<file path="src/rtl/key_pkg.sv">
// key_pkg: shared width helpers for the key event queue.
// Latency: n/a (compile-time functions only).
// Backpressure: n/a.
//
// The event record itself is declared as a packed struct inside each user,
// sized by that site's localparams (KEY_IDX_W from key_idx_w(), TS_W), since
// a package cannot carry per-instance widths.
package key_pkg;

  // Width of a key index; a single key still gets a 1-bit index field.
  function automatic int key_idx_w(input int n_keys);
    return (n_keys > 2) ? $clog2(n_keys) : 1;
  endfunction

  // Total packed width of one {key index, timestamp} event.
  function automatic int evt_w(input int n_keys, input int ts_w);
    return key_idx_w(n_keys) + ts_w;
  endfunction

  // Prescaler width for a divide-by-div counter (at least 1 bit).
  function automatic int pre_w(input int div);
    return (div > 1) ? $clog2(div) : 1;
  endfunction

endpackage

</file>
<file path="src/rtl/key_evt_fifo.sv">
// key_evt_fifo: synchronous show-ahead FIFO holding stamped key events.
// Latency: a push is visible at o_head on the cycle after the write edge.
// Backpressure: push is ignored when full unless a pop happens on the same edge;
//               pop is ignored when empty.
//
// Ports:
//   i_clk, i_rst_n      clock, async active-low reset (pointers only)
//   i_push, i_push_dat  write request and data
//   i_pop               consume head entry
//   o_head              head entry (valid while !o_empty)
//   o_full, o_empty     occupancy flags
//   o_level             number of stored entries, 0..DEPTH
module key_evt_fifo #(
  parameter int W     = 8,
  parameter int DEPTH = 8,
  localparam int AW   = $clog2(DEPTH)
) (
  input  logic          i_clk,
  input  logic          i_rst_n,
  input  logic          i_push,
  input  logic [W-1:0]  i_push_dat,
  input  logic          i_pop,
  output logic [W-1:0]  o_head,
  output logic          o_full,
  output logic          o_empty,
  output logic [AW:0]   o_level
);

  logic [W-1:0] mem [DEPTH];
  logic [AW:0]  wr_ptr;
  logic [AW:0]  rd_ptr;
  logic         do_push;
  logic         do_pop;

  // Pointers carry one extra wrap bit: equal means empty, MSB-only difference
  // means full.
  assign o_empty = (wr_ptr == rd_ptr);
  assign o_full  = (wr_ptr[AW] != rd_ptr[AW]) && (wr_ptr[AW-1:0] == rd_ptr[AW-1:0]);
  assign o_level = wr_ptr - rd_ptr;
  assign o_head  = mem[rd_ptr[AW-1:0]];

  assign do_pop  = i_pop && !o_empty;
  // A full FIFO still accepts a write when the head leaves on the same edge.
  assign do_push = i_push && (!o_full || do_pop);

  always_ff @(posedge i_clk or negedge i_rst_n) begin
    if (!i_rst_n) begin
      wr_ptr <= '0;
      rd_ptr <= '0;
    end else begin
      if (do_push) wr_ptr <= wr_ptr + 1'b1;
      if (do_pop)  rd_ptr <= rd_ptr + 1'b1;
    end
  end

  // Storage needs no reset: only entries between the pointers are ever read.
  always_ff @(posedge i_clk) begin
    if (do_push) mem[wr_ptr[AW-1:0]] <= i_push_dat;
  end

endmodule

</file>
<file path="src/rtl/key_event_queue.sv">
// key_event_queue: timestamps one-cycle key release pulses and queues them for the CPU.
// Latency: 2 cycles from pulse-high cycle to o_evt_valid (pending stage + FIFO write).
// Backpressure: full FIFO parks one event per key in its pending slot; a second
//               pulse on a parked key is dropped and sets sticky o_overflow.
//
// Ports:
//   i_clk, i_rst_n   clock, async active-low reset
//   i_key_pulse      one-cycle event pulse per key
//   o_evt_valid      head event available; i_evt_ready pops it
//   o_evt_key/ts     key index and ms timestamp of the head event (0 when empty)
//   o_level          FIFO occupancy
//   o_overflow       sticky drop flag, cleared by i_ovf_clr (a same-cycle drop wins)
module key_event_queue
  import key_pkg::*;
#(
  parameter int I_CLK_FREQ = 50_000_000,
  parameter int N_KEYS     = 4,
  parameter int DEPTH      = 8,
  parameter int TS_W       = 16,
  localparam int KEY_IDX_W = key_idx_w(N_KEYS),
  localparam int LVL_W     = $clog2(DEPTH) + 1
) (
  input  logic                 i_clk,
  input  logic                 i_rst_n,
  input  logic [N_KEYS-1:0]    i_key_pulse,
  output logic                 o_evt_valid,
  input  logic                 i_evt_ready,
  output logic [KEY_IDX_W-1:0] o_evt_key,
  output logic [TS_W-1:0]      o_evt_ts,
  output logic [LVL_W-1:0]     o_level,
  output logic                 o_overflow,
  input  logic                 i_ovf_clr
);

  localparam int DIV   = I_CLK_FREQ / 1000;
  localparam int PRE_W = pre_w(DIV);
  localparam int EVT_W = evt_w(N_KEYS, TS_W);
  localparam logic [PRE_W-1:0] PRE_MAX = PRE_W'(DIV - 1);

  typedef struct packed {
    logic [KEY_IDX_W-1:0] key;
    logic [TS_W-1:0]      ts;
  } evt_t;

  // ms timebase
  logic [PRE_W-1:0] pre;
  logic             tick;
  logic [TS_W-1:0]  ts_ms;

  assign tick = (pre == PRE_MAX);

  always_ff @(posedge i_clk or negedge i_rst_n) begin
    if (!i_rst_n) begin
      pre   <= '0;
      ts_ms <= '0;
    end else begin
      pre <= tick ? '0 : pre + PRE_W'(1);
      if (tick) ts_ms <= ts_ms + TS_W'(1);
    end
  end

  // Pending slots and priority pick
  logic [N_KEYS-1:0]    pending;
  logic [TS_W-1:0]      pend_ts [N_KEYS];
  logic                 cand_vld;
  logic [KEY_IDX_W-1:0] cand_idx;
  logic [TS_W-1:0]      cand_ts;
  logic [N_KEYS-1:0]    cand_sel;

  always_comb begin
    cand_vld = 1'b0;
    cand_idx = '0;
    cand_ts  = '0;
    cand_sel = '0;
    for (int k = 0; k < N_KEYS; k++) begin
      if (pending[k] && !cand_vld) begin
        cand_vld    = 1'b1;
        cand_idx    = KEY_IDX_W'(k);
        cand_ts     = pend_ts[k];
        cand_sel[k] = 1'b1;
      end
    end
  end

  logic              fifo_full;
  logic              fifo_empty;
  logic              pop;
  logic              wr;
  logic [N_KEYS-1:0] clr;
  logic [N_KEYS-1:0] drop;
  evt_t              wr_evt;
  evt_t              head_evt;

  assign pop    = o_evt_valid && i_evt_ready;
  assign wr     = cand_vld && (!fifo_full || pop);
  assign clr    = cand_sel & {N_KEYS{wr}};
  // A pulse on a slot that is leaving this edge is a reload, not a loss.
  assign drop   = i_key_pulse & pending & ~clr;
  assign wr_evt = '{key: cand_idx, ts: cand_ts};

  always_ff @(posedge i_clk or negedge i_rst_n) begin
    if (!i_rst_n) begin
      pending <= '0;
      for (int k = 0; k < N_KEYS; k++) pend_ts[k] <= '0;
    end else begin
      for (int k = 0; k < N_KEYS; k++) begin
        // Capture (including set-wins over a same-edge drain) beats clear;
        // a dropped pulse leaves the parked timestamp untouched.
        if (i_key_pulse[k] && !drop[k]) begin
          pending[k] <= 1'b1;
          pend_ts[k] <= ts_ms;
        end else if (clr[k]) begin
          pending[k] <= 1'b0;
        end
      end
    end
  end

  always_ff @(posedge i_clk or negedge i_rst_n) begin
    if (!i_rst_n)        o_overflow <= 1'b0;
    else if (|drop)      o_overflow <= 1'b1;
    else if (i_ovf_clr)  o_overflow <= 1'b0;
  end

  key_evt_fifo #(
    .W     (EVT_W),
    .DEPTH (DEPTH)
  ) u_fifo (
    .i_clk      (i_clk),
    .i_rst_n    (i_rst_n),
    .i_push     (wr),
    .i_push_dat (wr_evt),
    .i_pop      (pop),
    .o_head     (head_evt),
    .o_full     (fifo_full),
    .o_empty    (fifo_empty),
    .o_level    (o_level)
  );

  // Head fields are forced to zero while empty so the port never shows stale data.
  assign o_evt_valid = !fifo_empty;
  assign o_evt_key   = o_evt_valid ? head_evt.key : '0;
  assign o_evt_ts    = o_evt_valid ? head_evt.ts  : '0;

endmodule

</file>
<file path="config.mk">
export PLATFORM = sky130hd
export DESIGN_NAME = key_event_queue
export DESIGN_NICKNAME = d
export VERILOG_FILES = /design/src/rtl/key_pkg.sv /design/src/rtl/key_evt_fifo.sv /design/src/rtl/key_event_queue.sv
export SDC_FILE = /design/constraint.sdc
export NUM_CORES = 1
export LEC_CHECK = 0
export ABC_AREA = 0
export ABC_CLOCK_PERIOD_IN_PS = 5900
export CAP_MARGIN = 20
export CORE_ASPECT_RATIO = 0.8
export CORE_MARGIN = 3
export CORE_UTILIZATION = 49
export DETAILED_ROUTE_END_ITERATION = 10
export HOLD_SLACK_MARGIN = 0.02
export PLACE_DENSITY_LB_ADDON = 0.1
export SETUP_SLACK_MARGIN = 0.02
export SLEW_MARGIN = 40
export SYNTH_ARGS = -nofsm -noshare
export SYNTH_HDL_FRONTEND = slang
export SYNTH_HIERARCHICAL = 1
export SYNTH_SLANG_ARGS = --single-unit
</file>
<file path="constraint.sdc">
create_clock -name i_clk -period 5.9 [get_ports i_clk]
set_input_delay 1.18 -clock i_clk [delete_from_list [all_inputs] [get_ports i_clk]]
set_output_delay 1.18 -clock i_clk [all_outputs]
set_load 0.05 [all_outputs]
</file>
# Word level (Yosys, flattened, before mapping)
# Memories as Yosys holds them, arrays and structs flattened.
# Cells that the tools add are included.
# Widths: inputs -> output; s select.
# classes
order_cmp,0
n_reduce_logical,29
div,0
mux,29
mul,0
bitwise,4
n_eq_ne,4
shift,0
add_sub_neg,5
# op_table
op,n
$mux 16,6
$add 16x1->16 const B,2
$mux 1,20
$eq 16x16->1 const B,1
$and 4x4->4,3
$logic_and 1x1->1,12
$reduce_bool 2->1,5
$logic_not 1->1,9
$add 4x1->4 const B,2
$mux 2,3
$eq 4x4->1,1
$not 4->4,1
$reduce_or 4->1,1
$sub 4x4->4,1
$eq 3x3->1,1
$logic_or 1x1->1,2
$ne 1x1->1,1
# totals
input_bits,8
mem_count,1
regBits,109
output_inout_bits,24
romBits,0
latch_bits,0
ram_bits,144
# memory_table
memory,words,word_bits,read_ports,rd_ports_with_merged_regs,wr,line,rtl
u_fifo.mem,8,18,1,0,1,key_evt_fifo.sv:29,logic [W-1:0] mem [DEPTH];

# Depth between registers and ports, before layout
# Gate-level depths: netlist of the first run.
# logic_depth
depth_word,17
ltp_mapped,11

# Modules after synthesis
# Netlist of the first run, hierarchy kept.
# by_module_without_submodules
mod,area_each_um2,cells_per_inst,instances
key_evt_fifo,5953.2,305,1
key_event_queue,4725.8,376,1

# Least setup slack after synthesis of the first run
# Ideal clock, no wire load.
# synth_timing
path_kind,register to register
from,reg u_fifo.rd_ptr[1]
to,"mem u_fifo/mem[4][0] (netlist name), enable pin"
setup_slack_ns,2.129
path_stages_with_launch,11
setup_time_ns,0.416
arrival_ns,3.356
period_less_slack_ns,3.771
cell_sequence,dfrtp_1 -> buf_2 -> buf_2 -> inv_1 -> ha_1 -> nand3_1 -> nor2_1 -> nand2b_4 -> a2bb2oi_1 -> o311ai_2 -> nor3_1
# synth_via
elab_chain_len,8
elab_cells_between_ends,13
# synth_rtl
element,line,rtl
from (decl),key_evt_fifo.sv:31,logic [AW:0] rd_ptr;
from (signal assigned),key_evt_fifo.sv:52,if (do_pop) rd_ptr <= rd_ptr + 1'b1;
$eq 4x4->1,key_evt_fifo.sv:37,assign o_empty = (wr_ptr == rd_ptr);
named net fifo_empty,key_event_queue.sv:86,logic fifo_empty;
$logic_not 1->1,key_event_queue.sv:141,assign o_evt_valid = !fifo_empty;
$logic_and 1x1->1,key_event_queue.sv:94,assign pop = o_evt_valid && i_evt_ready;
$logic_or 1x1->1,key_event_queue.sv:95,assign wr = cand_vld && (!fifo_full || pop);
$logic_and 1x1->1,key_event_queue.sv:95,
named net wr,key_event_queue.sv:88,logic wr;
$logic_and 1x1->1,key_evt_fifo.sv:44,assign do_push = i_push && (!o_full || do_pop);
$mux 1,key_evt_fifo.sv:58,if (do_push) mem[wr_ptr[AW-1:0]] <= i_push_dat;
$mux 1 (not written as such),key_evt_fifo.sv:58,
to (decl),key_evt_fifo.sv:29,
# The timed path passes the listed nets, and every way through them passes these cells.

# Worst setup path in the final report of the first run
# layout_timing
from,reg u_fifo.rd_ptr[2]
to,out o_evt_ts[12]
# layout_via
elab_chain_len,2
elab_cells_between_ends,3
# layout_rtl
element,line,rtl
$eq 4x4->1,key_evt_fifo.sv:37,
named net fifo_empty,key_event_queue.sv:86,
$mux 16,key_event_queue.sv:143,assign o_evt_ts = o_evt_valid ? head_evt.ts : '0;
to (decl),key_event_queue.sv:29,"output logic [TS_W-1:0] o_evt_ts,"
# The timed path passes the listed nets, and every way through them passes these cells.

==> results.md, run 1 <==
- Critical path class: register to output port
- NetSw: 2.35 mW
- Avg Cell Area, Syn: 15.7 um^2
- Fillcell total: 1,670
- First DRT Iteration DRCs: around 400
- DRC: 0
- Main synth FF type: edfxtp_1
- Gate Count Post-Synth: 681
- Part of the power in registers: 0.382
- Chip width: 171 um
- Vias in the first global route: 6,151
- Syn-to-layout area delta: 12.9%
- Sequential share of the synthesized area: 0.660
- Maximum VDD drop: 0.431 mV
- Fin nets: 732
- Yosys top cell by area: edfxtp_1
- Worst-Margin Slew: 0.761 ns
- Via count: 5,839
- R2R depth: 10
- R2r startpoint: u_fifo/rd_ptr[2]
- Hold WC Path Type: register to register
- CTS Hold Bufs: 0
- Clock Latency Late Sink: between 0.5 and 0.6 ns
- Worst setup path end: o_evt_ts[12]
- Pint: 3.92 mW
- Relative slew slack: 0.492
- CTS sink count: roughly 250
- Setup Buffers After CTS: 0
- Placeable Area: 21,100 um^2
- Unrepaired setup endpoints after global routing: no
- GPL Wtd Cong: around 0.8
- Clk root buf: clkbuf_16
- Asr flop ratio synth: 0.431
- FF+latch count, synth: between 200 and 300
- Comb power frac: 0.388
- Clock Path Buffers: 3
- Crit. Startpoint: u_fifo/rd_ptr[2]
- Grt ovf: 0
- Max_cap viols: 0
- Fin crit share: 0.769
- Mapped cell area: 10,700 um^2
- Final setup violation count: 0
- Worst reg2reg path endpoint: u_fifo/mem[2][14]
- Leakage: 4.86 nW
- Synth area leaders: edfxtp_1, dfrtp_1, mux4_2
- PostCTS Resize Cnt: 0
- Top-level port count: 32
- Crit start category: register
- PwrDens: 520 nW/um^2
- Largest net degree at the start of global routing: 64
- CTS buffer count: 25
- CP bufs+invs: 5
- Place WS: 1.92 ns
- Antenna fix cells: 0
- Ys Warns: 6
- Switching Share: 0.375
- Min cycle time layout: 4.54 ns
- Cell class contributing the biggest share of worst-path delay: buffers and inverters
- Critical-path cell list: buf_4 -> inv_1 -> buf_4 -> ha_1 -> nand3_1 -> nor2_1 -> buf_4 -> nor2b_1 -> clkdlybuf4s50_1
- Reg clk slew, reported paths: 0.06 ns
- Crit-path max cell delay: 0.83 ns
- Cell mode on critical path: buf_4
- CTS tree: built
- Initial antenna violation count: 0
- First-pass GRT wire length: 35.3 mm
- Post-DR wirelength/cell: 21.9 um
- Setup tns final: 0 ns
- R2R Setup Slk: around 2.2 ns
- Peak Freq: approximately 0.22 GHz
- Power Total: 6.27 mW
- Synth cell types: 50
- Fin. max-slew vios: 0
- Effective utilization at floorplan: 0.507
- Final hold violation count: 0
- Clk_skew: 0.0172 ns
- Via-per-instance ratio: about 5.8
- Hold WS: between 0.4 and 0.5 ns
- GR Util All Layers: 0.192
- # port buffers: 31
- Post-synth EDFFs: 144
- DR pass1 iterations: 5
- Total routed wirelength: roughly 22 mm
- Outcome: completed
- Layout cells sized above 1: 0.230
- CP required: 4.72 ns
- Slowest stage cell, crit path: clkdlybuf4s50_1
- Area of the die: 23,600 um^2
- Routed Antenna Nets: 0
- FP Rows: 47
- Final worst slack: 1.36 ns
- Syn nets: 697
- HPWL Detailed: 13.7 mm
- CP Capture Type: output port
- Die Ht: 138 um
- Clock power frac: 0.230
- Stages on worst setup path: 9
- Arr. time, crit path: 3.36 ns
- Crit path max fanout: 20
- Hold depth: 1
- Yosys top cell area share: 0.405
- H-tree level count: 1
==> per-stage QoR <==
| stage | util | cells | instance area (um^2) |
|---|---|---|---|
| global route | 0.573 | 1004 | 12100 |
| CTS | 0.572 | 1003 | 12000 |
| floorplan | - | 681 | 10700 |
| detailed placement | 0.538 | 957 | 11300 |
| global placement | 0.535 | 957 | 11300 |
| finish | 0.573 | 1004 | 12100 |
==> cells in the mapped netlist (14+ instances only) <==
cell / count
edfxtp_1: 144
dfrtp_1: 109
nand2_1: 62
mux2_2: 56
mux4_2: 36
nor2_1: 35
xnor2_1: 26
nor2b_1: 20
a221o_1: 16
a22oi_1: 16
clkbuf_1: 16
inv_1: 15
nand3_1: 14
==> routing by layer <==
layer | vias up | track usage | share of wire
met5 | - | 0 | 0
met4 | 0 | 0.0373 | 0.018
met3 | 28 | 0.0280 | 0.039
met2 | 121 | 0.299 | 0.46
met1 | 3071 | 0.293 | 0.48
li1 | 2619 | - | -
==> kinds of logic after synthesis <==
| group | Yosys count | share of synthesized area |
|---|---|---|
| flops | 253 | 0.660 |
| simple gates | 177 | 0.0833 |
| mux | 104 | 0.151 |
| compound gates | 52 | 0.0426 |
| buf+inv | 50 | 0.0223 |
| xor+xnor | 37 | 0.0303 |
| fa+ha+maj | 8 | 0.0101 |
==> registers in the layout, summed over array words and instances (netlist names) <==
name and cells:
o_overflow 1, pend_ts 64, pending 4, pre 16, ts_ms 16, u_fifo/mem 144, u_fifo/rd_ptr 4, u_fifo/wr_ptr 4
==> worst min path at each step <==
stage           startpoint     endpoint
5_1_grt        pend_ts[21]  pend_ts[21]
3_5_place_dp        pre[0]       pre[0]
4_1_cts             pre[0]       pre[0]
6_report            pre[0]       pre[0]
3_3_place_gp       pre[15]      pre[15]
2_1_floorplan      pre[15]      pre[15]
==> layout by cell type, fill, tap and decap left out, types with 3 or more instances in the layout <==
cell type,instances
clkdlybuf4s50_1,30
and4_1,4
mux4_2,36
nor2_1,29
nand3b_1,4
clkbuf_1,11
mux2_4,10
ha_1,7
nand3_1,14
clkinv_2,3
nand4_1,12
xor2_1,11
a221o_1,16
nor2b_1,19
clkinv_1,4
a22oi_1,16
xnor2_1,26
dfrtp_1,107
inv_1,15
and3_1,10
mux2_2,56
buf_4,11
nand2_1,62
edfxtp_1,144
nor2_4,6
o21ai_4,3
clkbuf_16,25
==> power by group through the flow <==
stage	sequential [mW]	clock [mW]	combinational, mW
2_1_floorplan	2.34	0	1.73
3_3_place_gp	2.42	0	2.41
3_5_place_dp	2.43	0	2.45
4_1_cts	2.40	1.48	2.47
5_1_grt	2.43	1.56	2.60
6_report	2.39	1.44	2.44
==> cell type report <==
type,instances,area [um^2],share of cell area
clock buffers,37,681,0.0564
flip-flops and latches,253,7050,0.585
well taps,269,337,0.0279
inverters,15,56.3,0.00467
multi-input cells,378,3480,0.289
clock inverters,9,43.8,0.00363
repair buffers,43,409,0.0339
(Power assumes the default switching activity.)
==> inputs of run 2 (changes only) <==
Settings changed: ABC_CLOCK_PERIOD_IN_PS 5900 to 4350.
Clock period 5.9 ns to 4.35 ns, I/O delays scaled along.
==> run 2 against run 1 <==
Clock skew is 0.0087 ns higher. Largest cell class unchanged. Worst hold slack worse by 0.21 ns. Sequential cell count stayed put. Sequential share of layout area hardly changed. Largest power group unchanged. Die area stayed put. Wire length is 1.3% lower. Combinational power is 35% higher. Final cell count is 0.80% higher.
==> results.md, run 2 (same netlist as run 1, synthesis figures left out) <==
- Outcome: completed
- Metal3 WL: about 950 um
- Fillcell total: 1,636
- Commonest non-fill, non-tap cell in the layout: edfxtp_1
- Clock Latency Late Sink: 0.52 ns
- Die Ht: 138 um
- PostCTS Resize Cnt: 0
- Clk_skew: around 0.026 ns
- Via count: 5,873
- Slowest stage cell, crit path: mux4_2
- Crit start category: register
- Placeable Area: approximately 21,000 um^2
- Setup tns final: 0 ns
- Largest net degree at the start of global routing: 43
- Critical path class: register to output port
- Top-level port count: 32
- CP Capture Type: output port
- Initial antenna violation count: 0
- Final hold violation count: 0
- Worst-Margin Slew: between 0.8 and 0.9 ns
- Register area: 7050 um^2
- Max_cap viols: 0
- Effective utilization at floorplan: 0.507
- Met2 routed WL: 10.0 mm
- First DRT Iteration DRCs: 426
- Fin. max-slew vios: 0
- CP required: ~3.5 ns
- GR Util All Layers: 0.191
- DP Area: 11,300 um^2
- CTS Hold Bufs: 0
- Leakage: 4.93 nW
- Setup Buffers After CTS: 0
- Syn-to-layout area delta: 13.0%
- Post-route met1 wirelength: roughly 10 mm
- Chip width: ~170 um
- Fin nets: 741
- GPL Wtd Cong: 0.776
- DR pass1 iterations: 4
- Layout Utilization: 0.573
- First-pass GRT wire length: 35.2 mm
- CTS tree: built
- Cell mode on critical path: buf_4
- Maximum VDD drop: ~0.63 mV
- Footprint of the multi-input gates: between 3000 and 4000 um^2
- Routed Antenna Nets: 0
- Area of the die: 23,600 um^2
- Relative slew slack: 0.450
- FP Rows: 47
- Layout cells sized above 1: 0.262
- CTS sink count: 253
- DR top layer: met4
- Post-DR wirelength/cell: approximately 21 um
- Fin crit share: 0.875
- Crit-path max cell delay: 0.57 ns
- PwrDens: 699 nW/um^2
- Clk root buf: clkbuf_16
- Design area: 12,100 um^2
- Critical-path cell list: buf_4 -> buf_4 -> mux4_2 -> nand2_1 -> nand2_1 -> nor2b_1 -> buf_4
- Vias in the first global route: between 6,000 and 7,000
- Arr. time, crit path: 2.94 ns
- Clock Path Buffers: 3
- CTS buffer count: 25
- Final setup violation count: 0
- Unrepaired setup endpoints after global routing: no
- DRC: 0
- Peak Freq: roughly 0.26 GHz
- H-tree level count: 1
- HPWL Detailed: 13.4 mm
- Total routed wirelength: 21.7 mm
- Max FFs per register: 144
- Most frequent cells in the layout: edfxtp_1, dfrtp_1, nand2_1
- Via-per-instance ratio: 5.80
- # port buffers: 31
- Antenna fix cells: 0
- Min cycle time layout: 3.81 ns
- Hold WC Path Type: primary input to async pin
- Reg clk slew, reported paths: roughly 0.060 ns
- Crit path max fanout: 18
- Grt ovf: 0
[run 2: cell types whose count changed in the layout (fill, tap and decap cells not counted), sizes merged]
cell,before,now
clkdlybuf4s50,30,14
clkinv,7,14
buf,13,38
clkbuf,37,27
clkinvlp,1,2
bufinv,0,1
[run 2: metrics by stage]
step           cells  total power, mW  hold WS, ns  setup WS (ns)
6_report        1012             8.44        0.277          0.542
5_1_grt         1012             8.87        0.287          0.329
4_1_cts         1012             8.54        0.265          0.459
3_5_place_dp     967             6.56        0.475           1.02
3_3_place_gp     966             6.52        0.458           1.01
2_1_floorplan    681             5.53        0.438          0.579
[run 2: area by class of cell]
cell class / count / share of cell area
flip-flops and latches: 253 / 0.585
well taps: 269 / 0.0279
inverters: 15 / 0.00467
repair buffers: 52 / 0.0373
clock buffers: 27 / 0.0525
multi-input cells: 378 / 0.284
clock inverters: 18 / 0.00892
[run 2: worst paths after layout]
check                                       from          endpoint  slack [ns]  cells past startpoint
worst min-delay path                     i_rst_n       pend_ts[28]        0.28                      1
max in group asynchronous                i_rst_n        pending[1]        3.19                      3
worst max-delay path            u_fifo/rd_ptr[0]      o_evt_ts[14]        0.54                      7
worst min register to register           pre[15]           pre[15]        0.49                      1
min in group i_clk                       pre[15]           pre[15]        0.49                      1
worst max register to register  u_fifo/wr_ptr[0]  u_fifo/mem[0][1]        1.38                      9
[run 2: routing by layer]
| layer | vias up | global-route usage |
|---|---|---|
| met5 | - | 0 |
| met4 | 0 | 0.0347 |
| met3 | 22 | 0.0274 |
| met2 | 124 | 0.292 |
| met1 | 3090 | 0.298 |
| li1 | 2637 | - |
[run 2: where the power goes]
| part | internal (mW) | total [mW] | switching (mW) | leakage [nW] |
|---|---|---|---|---|
| registers | 3.03 | 3.19 | 0.163 | 2.84 |
| clock network | 1.10 | 1.96 | 0.856 | 0.358 |
| logic | 1.17 | 3.29 | 2.11 | 1.73 |
[run 2: worst max-delay path, delay by kind of cell, from the launching register on]
family / cells / cell delay (ns)
buffers and inverters: 3 / 0.98
multiplexers: 1 / 0.57
flip-flops: 1 / 0.56
AND/OR/NAND/NOR: 3 / 0.32
